==> src/rtl/shared_ram_arb_if.sv <==
// Shared work-RAM bus: 68000 port, MCU port and the single-port RAM side.
// The arbiter uses the slave modport; requesters and RAM use master.
interface shared_ram_arb_if #(
  parameter int ADDR_W = 13
);
  logic              m68k_req;
  logic              m68k_rw;
  logic [ADDR_W-1:0] m68k_addr;
  logic              m68k_uds_n;
  logic              m68k_lds_n;
  logic [15:0]       m68k_din;
  logic [15:0]       m68k_dout;
  logic              m68k_ack;

  logic              mcu_req;
  logic              mcu_we;
  logic [ADDR_W:0]   mcu_addr;
  logic [7:0]        mcu_din;
  logic [7:0]        mcu_dout;
  logic              mcu_ack;

  logic [ADDR_W-1:0] ram_addr;
  logic [15:0]       ram_din;
  logic [1:0]        ram_we;
  logic [15:0]       ram_dout;

  modport slave (
    input  m68k_req, m68k_rw, m68k_addr,
    input  m68k_uds_n, m68k_lds_n, m68k_din,
    output m68k_dout, m68k_ack,
    input  mcu_req, mcu_we, mcu_addr, mcu_din,
    output mcu_dout, mcu_ack,
    output ram_addr, ram_din, ram_we,
    input  ram_dout
  );

  modport master (
    output m68k_req, m68k_rw, m68k_addr,
    output m68k_uds_n, m68k_lds_n, m68k_din,
    input  m68k_dout, m68k_ack,
    output mcu_req, mcu_we, mcu_addr, mcu_din,
    input  mcu_dout, mcu_ack,
    input  ram_addr, ram_din, ram_we,
    output ram_dout
  );
endinterface

==> src/rtl/shared_ram_arb.sv <==
// Round-robin 68000/i8751 arbiter for the shared single-port work RAM.
// Define SHARED_RAM_MCU_EN to enable the MCU port (68k-only otherwise).
module shared_ram_arb #(
  parameter int ADDR_W = 13
) (
  input  logic clk_sys,
  input  logic reset_n,
  shared_ram_arb_if.slave bus
);

`ifdef SHARED_RAM_MCU_EN
  localparam logic MCU_EN = 1'b1;
`else
  localparam logic MCU_EN = 1'b0;
`endif

  typedef enum logic [1:0] {
    IDLE,
    ACC,
    WAIT,
    DONE
  } state_t;

  state_t state;
  state_t state_n;
  logic   owner;
  logic   last;
  logic   lane;
  logic   m_req;
  logic   u_req;
  logic   own_req;
  logic   gnt;
  logic   gnt_mcu;

  always_comb begin
    m_req   = bus.m68k_req;
    u_req   = MCU_EN & bus.mcu_req;
    own_req = owner ? u_req : m_req;
    // On contention the side that did not finish last wins
    gnt_mcu = u_req & (~m_req | ~last);
    gnt     = 1'b0;
    state_n = state;
    unique case (state)
      IDLE: begin
        if (m_req | u_req) begin
          gnt     = 1'b1;
          state_n = ACC;
        end
      end
      ACC:  state_n = WAIT;
      WAIT: state_n = own_req ? DONE : IDLE;
      DONE: if (!own_req) state_n = IDLE;
      default: state_n = IDLE;
    endcase
  end

  always_ff @(posedge clk_sys or negedge reset_n) begin
    if (!reset_n) state <= IDLE;
    else          state <= state_n;
  end

  always_ff @(posedge clk_sys or negedge reset_n) begin
    if (!reset_n) begin
      owner         <= 1'b0;
      last          <= 1'b1;
      lane          <= 1'b0;
      bus.ram_addr  <= '0;
      bus.ram_din   <= '0;
      bus.ram_we    <= 2'b00;
      bus.m68k_ack  <= 1'b0;
      bus.m68k_dout <= '0;
      bus.mcu_ack   <= 1'b0;
      bus.mcu_dout  <= '0;
    end else begin
      unique case (state)
        IDLE: begin
          if (gnt) begin
            owner <= gnt_mcu;
            if (gnt_mcu) begin
              lane         <= bus.mcu_addr[0];
              bus.ram_addr <= bus.mcu_addr[ADDR_W:1];
              bus.ram_din  <= {bus.mcu_din, bus.mcu_din};
              // Big-endian: even byte address is the high lane
              bus.ram_we   <= !bus.mcu_we ? 2'b00 :
                              bus.mcu_addr[0] ? 2'b01 : 2'b10;
            end else begin
              bus.ram_addr <= bus.m68k_addr;
              bus.ram_din  <= bus.m68k_din;
              bus.ram_we   <= bus.m68k_rw ? 2'b00 :
                              {~bus.m68k_uds_n, ~bus.m68k_lds_n};
            end
          end
        end
        ACC: bus.ram_we <= 2'b00;
        WAIT: begin
          last <= owner;
          if (own_req) begin
            if (owner) begin
              bus.mcu_ack  <= 1'b1;
              bus.mcu_dout <= lane ? bus.ram_dout[7:0]
                                   : bus.ram_dout[15:8];
            end else begin
              bus.m68k_ack  <= 1'b1;
              bus.m68k_dout <= bus.ram_dout;
            end
          end
        end
        DONE: begin
          if (!own_req) begin
            bus.m68k_ack <= 1'b0;
            bus.mcu_ack  <= 1'b0;
          end
        end
        default: ;
      endcase
    end
  end

endmodule

==> src/flat_wrapper.sv <==
// flat-port wrapper written by rule: the top's interface ports become plain ports
module shared_ram_arb_flat 
#(
  parameter int ADDR_W = 13
)
  (clk_sys, reset_n, bus_m68k_req, bus_m68k_rw, bus_m68k_addr, bus_m68k_uds_n, bus_m68k_lds_n, bus_m68k_din, bus_m68k_dout, bus_m68k_ack, bus_mcu_req, bus_mcu_we, bus_mcu_addr, bus_mcu_din, bus_mcu_dout, bus_mcu_ack, bus_ram_addr, bus_ram_din, bus_ram_we, bus_ram_dout);
  shared_ram_arb_if #(.ADDR_W(ADDR_W)) bus_i ();
  input  logic clk_sys;
  input  logic reset_n;
  input wire logic [$bits(bus_i.m68k_req)-1:0] bus_m68k_req;
  input wire logic [$bits(bus_i.m68k_rw)-1:0] bus_m68k_rw;
  input wire logic [$bits(bus_i.m68k_addr)-1:0] bus_m68k_addr;
  input wire logic [$bits(bus_i.m68k_uds_n)-1:0] bus_m68k_uds_n;
  input wire logic [$bits(bus_i.m68k_lds_n)-1:0] bus_m68k_lds_n;
  input wire logic [$bits(bus_i.m68k_din)-1:0] bus_m68k_din;
  output wire logic [$bits(bus_i.m68k_dout)-1:0] bus_m68k_dout;
  output wire logic [$bits(bus_i.m68k_ack)-1:0] bus_m68k_ack;
  input wire logic [$bits(bus_i.mcu_req)-1:0] bus_mcu_req;
  input wire logic [$bits(bus_i.mcu_we)-1:0] bus_mcu_we;
  input wire logic [$bits(bus_i.mcu_addr)-1:0] bus_mcu_addr;
  input wire logic [$bits(bus_i.mcu_din)-1:0] bus_mcu_din;
  output wire logic [$bits(bus_i.mcu_dout)-1:0] bus_mcu_dout;
  output wire logic [$bits(bus_i.mcu_ack)-1:0] bus_mcu_ack;
  output wire logic [$bits(bus_i.ram_addr)-1:0] bus_ram_addr;
  output wire logic [$bits(bus_i.ram_din)-1:0] bus_ram_din;
  output wire logic [$bits(bus_i.ram_we)-1:0] bus_ram_we;
  input wire logic [$bits(bus_i.ram_dout)-1:0] bus_ram_dout;
  assign bus_i.m68k_req = bus_m68k_req;
  assign bus_i.m68k_rw = bus_m68k_rw;
  assign bus_i.m68k_addr = bus_m68k_addr;
  assign bus_i.m68k_uds_n = bus_m68k_uds_n;
  assign bus_i.m68k_lds_n = bus_m68k_lds_n;
  assign bus_i.m68k_din = bus_m68k_din;
  assign bus_m68k_dout = bus_i.m68k_dout;
  assign bus_m68k_ack = bus_i.m68k_ack;
  assign bus_i.mcu_req = bus_mcu_req;
  assign bus_i.mcu_we = bus_mcu_we;
  assign bus_i.mcu_addr = bus_mcu_addr;
  assign bus_i.mcu_din = bus_mcu_din;
  assign bus_mcu_dout = bus_i.mcu_dout;
  assign bus_mcu_ack = bus_i.mcu_ack;
  assign bus_ram_addr = bus_i.ram_addr;
  assign bus_ram_din = bus_i.ram_din;
  assign bus_ram_we = bus_i.ram_we;
  assign bus_i.ram_dout = bus_ram_dout;
  shared_ram_arb #(.ADDR_W(ADDR_W)) u_core (.clk_sys(clk_sys), .reset_n(reset_n), .bus(bus_i));
endmodule
==> config.mk <==
export PLATFORM = sky130hd
export DESIGN_NAME = shared_ram_arb_flat
export DESIGN_NICKNAME = d
export VERILOG_FILES = /design/src/rtl/shared_ram_arb_if.sv /design/src/rtl/shared_ram_arb.sv /design/src/flat_wrapper.sv
export SDC_FILE = /design/constraint.sdc
export NUM_CORES = 1
export LEC_CHECK = 0
export BUFFER_PORTS_ARGS = -buffer_cell sky130_fd_sc_hd__buf_2
export CAP_MARGIN = 25
export CORE_MARGIN = 4
export CORE_UTILIZATION = 35
export DETAILED_ROUTE_END_ITERATION = 8
export GPL_TIMING_DRIVEN = 0
export PLACE_DENSITY = 0.69
export RECOVER_POWER = 50
export SYNTH_ARGS = -nofsm -noshare
export SYNTH_HDL_FRONTEND = slang
export SYNTH_SLANG_ARGS = --single-unit
==> constraint.sdc <==
create_clock -name clk_sys -period 2.5 [get_ports clk_sys]
set_clock_uncertainty 0.05 [all_clocks]
set_input_delay 0.25 -clock clk_sys [delete_from_list [all_inputs] [get_ports clk_sys]]
set_output_delay 0.25 -clock clk_sys [all_outputs]
set_load 0.01 [all_outputs]
Word-level counts from Yosys, hierarchy flattened:

Index checks and enable logic that the tools add are counted.

* bits in registers: 51
* ROM bits: 0
* output and inout port bits: 57
* RAM bits: 0
* logic and storage cells: 39
* memories: 0
* latch bits: 0

* bitwise operators: 3
* add/sub/neg operators: 0
* magnitude comparators: 0
* multipliers: 0
* multiplexer cells: 13
* reduce and logical (&&, ||, !) cells: 9
* equality and inequality tests: 7
* shifts and indexed selects: 0
* divide/modulo/power cells: 0

Operators by type and width (number)
* $mux W2: 5
* $pmux W2 S4: 1
* $reduce_and A2 Y1: 4
* $mux W1: 5
* $eq A2 B2 Y1 const B: 2
* $ne A2 B1 Y1 const B: 2
* $ne A2 B2 Y1 const B: 2
* $pmux W2 S2: 1
* $reduce_and A4 Y1: 1
* $reduce_bool A2 Y1: 2
* $not A1 Y1: 3
* $reduce_and A3 Y1: 1
* $eq A2 B1 Y1 const B: 1
* $logic_not A2 Y1: 1
* $pmux W1 S2: 1

Logic depth before layout (Yosys ltp):

Gate-level depths: netlist of run 1.

* depth in word-level cells: 4
* gate-level depth with buffers: 5

Worst setup path before layout of run 1:

Ideal clock, no wire load.

* kind: flip-flop to flip-flop
* from: register u_core.state[1]
* to: register u_core.bus.ram_addr[0]
* arrival time: 1.306 ns
* setup slack: 1.019 ns
* cell stages (with the launch flop): 6
* buffers on the path: 3
* path through: dfrtp_1 -> buf_2 -> nor3b_2 -> buf_6 -> buf_12 -> mux2_4

* word-level cells in the longest chain between the ends: 3

RTL lines
* start: declaration: line shared_ram_arb.sv:24 `state_t state;`
* start signal: assignment: line shared_ram_arb.sv:59 `else state <= state_n;`
* $logic_not A2 Y1 *: line shared_ram_arb.sv:43, shared_ram_arb.sv:75
* $mux W1: line shared_ram_arb.sv:43 `unique case (state)`
* $reduce_and A2 Y1 (no source line) *
* end signal: assignment: line shared_ram_arb.sv:81 `bus.ram_addr <= bus.mcu_addr[ADDR_W:1];`
* end signal: assignment: line shared_ram_arb.sv:87 `bus.ram_addr <= bus.m68k_addr;`
* end: declaration: line shared_ram_arb_if.sv:33 `output ram_addr, ram_din, ram_we,`

Mark *: on every way between the ends. The rest lies on a longest branch, timed or not.
A chain may end at the register's enable or synchronous reset.

Worst setup path in the final report of run 1:

* from: register u_core.state[1]
* to: register u_core.bus.ram_din[13]

* word-level cells in the longest chain between the ends: 3

RTL lines
* $logic_not A2 Y1 *: line shared_ram_arb.sv:43, shared_ram_arb.sv:75
* $mux W1: line shared_ram_arb.sv:43
* $reduce_and A2 Y1 (no source line) *
* end signal: assignment: line shared_ram_arb.sv:82 `bus.ram_din <= {bus.mcu_din, bus.mcu_din};`
* end signal: assignment: line shared_ram_arb.sv:88 `bus.ram_din <= bus.m68k_din;`
* end: declaration: line shared_ram_arb_if.sv:33

Marked as above.

==> results.sh, run 1 <==
export IMPL_fin_crit_ns=1.65
export IMPL_hold_depth=2
export IMPL_max_stage_delay_ns=0.37
export IMPL_crit_path_top_delay_cell="dfrtp_1"
export IMPL_rr_startpoint="u_core.state[1]"
export IMPL_path_cells="clkbuf_1 -> nor3b_2 -> buf_6 -> buf_12 -> mux2_4"
export IMPL_wl_per_cell_um=13.1
export IMPL_power_leakage_uw=0.00133
export IMPL_finalSetupViolations=0
export IMPL_die_w_um=83.9
export IMPL_outcome="finished, final reports clean"
export IMPL_worstHoldStart="bus_m68k_uds_n"
export IMPL_power_density_mw_per_mm2=976
export IMPL_slew_violations=0
export IMPL_dr_pass1_iters=4
export IMPL_fmax_mhz=607
export IMPL_yosys_area_top_type="dfrtp_1"
export IMPL_core_area_mm2=0.00554
export IMPL_synth_most_common_cell="dfrtp_1"
export IMPL_synth_area_per_cell_um2=15.7
export IMPL_clkSlewWorstSetupHoldPaths_ns=0.09
export IMPL_setup_slack_ns=0.853
export IMPL_dp_hpwl_mm=3.28
export IMPL_rr_worst_depth=5
export IMPL_gp_congestion=0.750
export IMPL_fp_dieH_um=83.9
export IMPL_yosysTopAreaCellShare_pct=62.1
export IMPL_worst_pin_slew_ns=1.18
export IMPL_rows=27
export IMPL_numCtsBuffers=5
export IMPL_peakVddDrop_v=0.000375
export IMPL_cts_max_level=2
export IMPL_cts_resized=0
export IMPL_cp_required_ns=2.63
export IMPL_maxCapViolCount=0
export IMPL_fillers=531
export IMPL_min_to="u_core.bus.ram_we[1]"
export IMPL_grt_max_degree=30
export IMPL_pre_cts_ws_ns=0.915
export IMPL_setup_tns_ns=0
export IMPL_synthTopCellsByCount="50 x dfrtp_1, 35 x mux2_2, 11 x buf_4, 10 x mux2_4, 4 x o21ai_0"
export IMPL_maxSlewHeadroom_pct=21.4
export IMPL_portBuffers=98
export IMPL_grt_pass1_wl_mm=7.28
export IMPL_synth_area_top_cells="dfrtp_1 62%, mux2_2 20%, mux2_4 7.5%"
export IMPL_yosysSeqAreaShare_pct=62.1
export IMPL_r2r_slack_ns=0.85
export IMPL_worstSetupEndpointType="flip-flop"
export IMPL_cts_root_buf="clkbuf_8"
export IMPL_n_antenna_cell=0
export IMPL_drtIter0Drc=18
export IMPL_critical_path_arrival_ns=1.77
export IMPL_yosysWarnings=0
export IMPL_synthesis_area_mm2=0.00201
export IMPL_initial_core_util_pct=36.4
export IMPL_vias=1345
export IMPL_synth_edff_count=0
export IMPL_routed_via_density=4.27
export IMPL_cp_max_fo=10
export IMPL_clkSinkCount=50
export IMPL_clkLatencyLatePin_ns=0.29
export IMPL_synth_seq_cells=50
export IMPL_antenna_found_initial=0
export IMPL_grt_pass1_vias=1438
export IMPL_detail_route_antenna_nets=0
export IMPL_rsz0062_at_grt="no"
export IMPL_synth_flop_cell="dfrtp_1"
export IMPL_io_pins=132
export IMPL_fin_nets=318
export IMPL_cts_buffer_depth=2
export IMPL_grt_overflow=0
export IMPL_worst_setup_path_type="reg -> reg"
export IMPL_syn_instance_count=128
export IMPL_hp_class="in -> reg"
export IMPL_gr_usage_all_layers_pct=12.7
export IMPL_reg2reg_to="u_core.bus.ram_din[13]"
export IMPL_routed_wl_mm=4.14
export IMPL_start_kind="flip-flop"
export IMPL_ys_types=18
export IMPL_hold_violations=0
export IMPL_die_area_mm2=0.00703
export IMPL_syn_to_final_growth_pct=34.5
export IMPL_drc=0
export IMPL_finalCritPeriodShare_pct=65.9
export IMPL_drive_above_1_share_pct=59.7
export IMPL_synth_async_sr_flop_share_pct=100
export IMPL_tritoncts="built"
## worst max-delay path, delay by kind of cell, from the launching register on
kind	cells	cell delay, ns
simple gates	1	0.27
buf+inv	3	0.53
flops	1	0.37
mux	1	0.30
## cells in the final DEF, fill, tap and decap left out, types with 4 or more instances in the layout
master	synthesis	layout
buf_2	1	78
buf_4	11	11
clkbuf_1	0	22
clkbuf_8	0	5
conb_1	1	9
dfrtp_1	50	50
mux2_2	35	35
mux2_4	10	10
o21ai_0	4	4
## timing repair
item	in CTS	in global routing
hold buffers	1	0
endpoints found under the setup margin	0	0
endpoints found under the hold margin	21	0
buffers inserted	0	0
## cell families after synthesis
kind of cell / count (synthesis) / share of synthesized area (%)
AO/OA/AOI/OAI: 6 / 1.49
multiplexers: 45 / 27.0
buffers and inverters: 15 / 6.09
flip-flops: 50 / 62.1
AND/OR/NAND/NOR: 11 / 3.11
other: 1 / 0.186
## metal layers
layer  share of wire [%]  global-route usage (%)  wire length (um)  up-vias
met1                  44                    16.8              1820      620
met3                 9.5                    3.85               394        5
met2                  45                    19.9              1860       73
met4                 1.6                    4.39                65        0
met5                   0                       0                 0        -
li1                    -                       -                 -      647
## worst max path at each step
| stage | from | slack, ns | endpoint | cells after the start |
|---|---|---|---|---|
| after floorplan | u_core.state[1] | 1.02 | u_core.bus.ram_addr[0] | 5 |
| after global placement | u_core.state[1] | 0.93 | u_core.bus.ram_din[13] | 5 |
| after detailed placement | u_core.state[1] | 0.91 | u_core.bus.ram_din[13] | 5 |
| after CTS | u_core.state[1] | 0.89 | u_core.bus.ram_addr[3] | 5 |
| after global routing | reset_n | 0.73 | u_core.bus.m68k_dout[5] | 2 |
| final | u_core.state[1] | 0.85 | u_core.bus.ram_din[13] | 5 |
## layout make-up
cell class                 count  area (um^2)  area share [%]
sequential                    50         1250            46.2
multi-input combinational     71          671            24.8
timing repair buffer         100          495            18.3
buffer                        14          118            4.34
tap                           72         90.1            3.33
clock buffer                   6         72.6            2.68
clock inverter                 1         7.51           0.277
inverter                       1         3.75           0.139
## metrics by stage
stage          instance area [um^2]  std cells  utilization (%)  hold slack, ns  total power [uW]
2_1_floorplan                  2040        136                -         -0.0956              1830
3_3_place_gp                   2630        306             47.4           0.398              2240
3_5_place_dp                   2650        307             47.7           0.193              2270
4_1_cts                        2740        315             49.4          0.0749              2720
5_1_grt                        2710        315             48.9          0.0595              2850
6_report                       2710        315             48.9          0.0844              2640
## flip-flops by register name, indices dropped and copies added (netlist names)
register	flops
u_core.bus.m68k_dout	16
u_core.bus.ram_din	16
u_core.bus.ram_addr	13
u_core.bus.ram_we	2
u_core.state	2
u_core.bus.m68k_ack	1
## where the power goes
| group | internal [uW] | leakage, uW | switching [uW] | total, uW |
|---|---|---|---|---|
| Sequential | 1110 | 0.000590 | 144 | 1260 |
| Combinational | 504 | 0.000699 | 443 | 947 |
| Clock | 192 | 0.0000373 | 247 | 439 |
| Total | 1810 | 0.00133 | 834 | 2640 |
Power figures use the tool's default switching activity.
==> run 2: changes to the inputs <==
--- a/config.mk
+++ b/config.mk
@@ -5,13 +5,14 @@
 export SDC_FILE = /design/constraint.sdc
 export NUM_CORES = 1
 export LEC_CHECK = 0
+export ABC_AREA = 1
 export BUFFER_PORTS_ARGS = -buffer_cell sky130_fd_sc_hd__buf_2
 export CAP_MARGIN = 25
 export CORE_MARGIN = 4
 export CORE_UTILIZATION = 35
 export DETAILED_ROUTE_END_ITERATION = 8
 export GPL_TIMING_DRIVEN = 0
-export PLACE_DENSITY = 0.69
+export PLACE_DENSITY = 0.71
 export RECOVER_POWER = 50
 export SYNTH_ARGS = -nofsm -noshare
 export SYNTH_HDL_FRONTEND = slang
==> constraint.sdc (replaced) <==
create_clock -name clk_sys -period 1.5 [get_ports clk_sys]
set_clock_uncertainty 0.05 [all_clocks]
set_input_delay 0.15 -clock clk_sys [delete_from_list [all_inputs] [get_ports clk_sys]]
set_output_delay 0.15 -clock clk_sys [all_outputs]
set_load 0.01 [all_outputs]
==> run 2 against run 1 <==
Effect of this change:
- power is 97% higher
- worst hold slack worse by 0.070 ns
- clock power up 110%
- worst setup slack lost 0.65 ns
- utilization rose by 2.5 points
- cell count increased by 37%
- largest power group unchanged
- highest routed layer unchanged
==> results.sh, run 2 <==
export IMPL_crit_path_top_delay_cell="dfrtp_1"
export IMPL_yosysSeqAreaShare_pct=61.1
export IMPL_die_w_um=84.5
export IMPL_setup_tns_ns=0
export IMPL_rows=27
export IMPL_io_pins=132
export IMPL_yosys_area_share_simple_pct=31.4
export IMPL_layout_common_cells="115 x nand2_1, 56 x buf_2, 51 x clkbuf_1"
export IMPL_fillers=547
export IMPL_hold_violations=0
export IMPL_wl_per_cell_um=12.4
export IMPL_synthXorXnorAreaFrac_pct=0
export IMPL_yosysWarnings=0
export IMPL_drc=0
export IMPL_synth_compound_area_share_pct=0.244
export IMPL_hp_class="in -> reg"
export IMPL_cts_root_buf="clkbuf_8"
export IMPL_portBuffers=97
export IMPL_maxCapViolCount=0
export IMPL_die_area_mm2=0.00714
export IMPL_vias=1926
export IMPL_synth_seq_cells=50
export IMPL_fin_nets=435
export IMPL_worst_setup_path_type="reg -> reg"
export IMPL_power_leakage_uw=0.00157
export IMPL_gp_congestion=0.790
export IMPL_finalCritPeriodShare_pct=86.4
export IMPL_synth_mux_area_share_pct=0
export IMPL_yosys_area_top_type="dfrtp_1"
export IMPL_fp_dieH_um=84.5
export IMPL_clkSlewWorstSetupHoldPaths_ns=0.09
export IMPL_cts_max_level=2
export IMPL_crit_top_cell="nand2_1"
export IMPL_setup_slack_ns=0.204
export IMPL_ys_types=15
export IMPL_design_area_mm2=0.00288
export IMPL_cp_required_ns=1.64
export IMPL_fmax_mhz=772
export IMPL_outcome="finished, final reports clean"
export IMPL_drive_above_1_share_pct=21.9
export IMPL_routed_via_density=4.45
export IMPL_synth_top_family_by_area="simple AND/OR/NAND/NOR gates"
export IMPL_rsz0062_at_grt="no"
export IMPL_drtIter0Drc=99
export IMPL_worst_pin_slew_ns=0.679
export IMPL_power_density_mw_per_mm2=1810
export IMPL_initial_core_util_pct=36.5
export IMPL_path_delay_family="flip-flops"
export IMPL_maxSlewHeadroom_pct=54.7
export IMPL_clkLatencyLatePin_ns=0.29
export IMPL_synthesis_area_mm2=0.00205
export IMPL_start_kind="flip-flop"
export IMPL_dp_hpwl_mm=3.80
export IMPL_top_regs="u_core.bus.m68k_dout x16, u_core.bus.ram_din x16, u_core.bus.ram_addr x13"
export IMPL_syn_instance_count=231
export IMPL_n_antenna_cell=0
export IMPL_synth_flop_cell="dfrtp_1"
export IMPL_synth_area_per_cell_um2=8.87
export IMPL_finalSetupViolations=0
export IMPL_fin_crit_ns=1.30
export IMPL_pre_cts_ws_ns=0.203
export IMPL_max_stage_delay_ns=0.46
export IMPL_synth_area_top_cells="dfrtp_1 61%, nand2_1 21%, nand3_1 8.3%"
export IMPL_syn_to_final_growth_pct=40.6
export IMPL_cts_buffer_depth=2
export IMPL_peakVddDrop_v=0.000672
export IMPL_cts_resized=0
export IMPL_dr_pass1_iters=4
export IMPL_cp_max_fo=10
export IMPL_synth_edff_count=0
export IMPL_slew_violations=0
export IMPL_numCtsBuffers=5
export IMPL_grt_max_degree=27
export IMPL_worstSetupEndpointType="flip-flop"
export IMPL_path_buf_inv=2
export IMPL_grt_pass1_vias=1935
export IMPL_synth_fa_ha_area_share_pct=0
export IMPL_gr_usage_all_layers_pct=15.7
export IMPL_synth_async_sr_flop_share_pct=100
export IMPL_synth_most_common_cell="nand2_1"
export IMPL_core_area_mm2=0.00561
export IMPL_antenna_found_initial=0
export IMPL_path_cells="nor2_2 -> nand2_1 -> buf_4 -> buf_6 -> nand2_1 -> nand2_1"
export IMPL_grt_overflow=0
export IMPL_placed_cell_area_mm2=0.00268
export IMPL_final_common_cell="nand2_1"
export IMPL_tritoncts="built"
export IMPL_detail_route_antenna_nets=0
export IMPL_clkSinkCount=50
export IMPL_critical_path_arrival_ns=1.43
export IMPL_synthTopCellsByCount="114 x nand2_1, 50 x dfrtp_1, 34 x nand3_1, 11 x buf_4, 6 x buf_2"
export IMPL_routed_wl_mm=5.36
export IMPL_grt_pass1_wl_mm=9.09
export IMPL_yosysTopAreaCellShare_pct=61.1
-- run 2: cell type report --
| type | count | area (um^2) | area share [%] |
|---|---|---|---|
| clock inverter | 1 | 30.0 | 1.04 |
| tap | 72 | 90.1 | 3.13 |
| sequential | 50 | 1250 | 43.4 |
| timing repair buffer | 114 | 608 | 21.1 |
| buffer | 21 | 135 | 4.69 |
| clock buffer | 7 | 76.3 | 2.65 |
| multi-input combinational | 165 | 679 | 23.6 |
| inverter | 3 | 11.3 | 0.391 |
-- run 2: final timing paths --
kind,from,to,cells after the start,slack (ns)
max,u_core.state[1],u_core.bus.ram_din[10],6,0.20
min,bus_ram_dout[10],u_core.bus.m68k_dout[10],3,0.01
max reg2reg,u_core.state[1],u_core.bus.ram_din[10],6,0.20
min reg2reg,u_core.bus.ram_din[9],u_core.bus.ram_din[9],2,0.43
max in group asynchronous,reset_n,u_core.bus.m68k_dout[7],3,0.46
min in group asynchronous,reset_n,u_core.bus.ram_addr[1],2,0.37
-- run 2: worst reg2reg max path: stages, from the launching register on --
cell     delay (ns)
dfrtp_1        0.46
nor2_2         0.18
nand2_1        0.08
buf_4          0.18
buf_6          0.15
nand2_1        0.06
nand2_1        0.05
-- run 2: what timing repair did --
item	CTS	global route
hold endpoints to repair	40	0
buffers inserted	0	0
endpoints found under the setup margin	0	0
hold buffers	16	0
-- run 2: logic make-up (layout without fill, tap and decap cells) --
family          count (synthesis)  count (layout)
compound gates                  1               1
flops                          50              50
simple gates                  155             155
buf+inv                        24             146
other cells                     1               9
-- run 2: routing by layer --
layer,share of wire [%],vias to the layer above,global-route usage (%)
met3,8.8,9,4.71
met5,0,-,0
met1,42,878,19.6
li1,-,956,-
met4,1.5,0,4.75
met2,48,83,26.2
-- run 2: metrics by stage --
stage / hold slack (ns) / total power [uW] / util (%) / std cells
final: 0.0147 / 5200 / 51.4 / 433
after global routing: 0.0322 / 5620 / 51.4 / 433
after CTS: 0.00925 / 5400 / 52.5 / 433
after detailed placement: 0.150 / 4440 / 47.7 / 409
after global placement: 0.294 / 4370 / 47.3 / 408
after floorplan: -0.196 / 3490 / - / 239
-- run 2: report_power, final --
group / switching [uW] / internal (uW)
clock network: 420 / 499
registers: 361 / 1960
logic: 1240 / 718
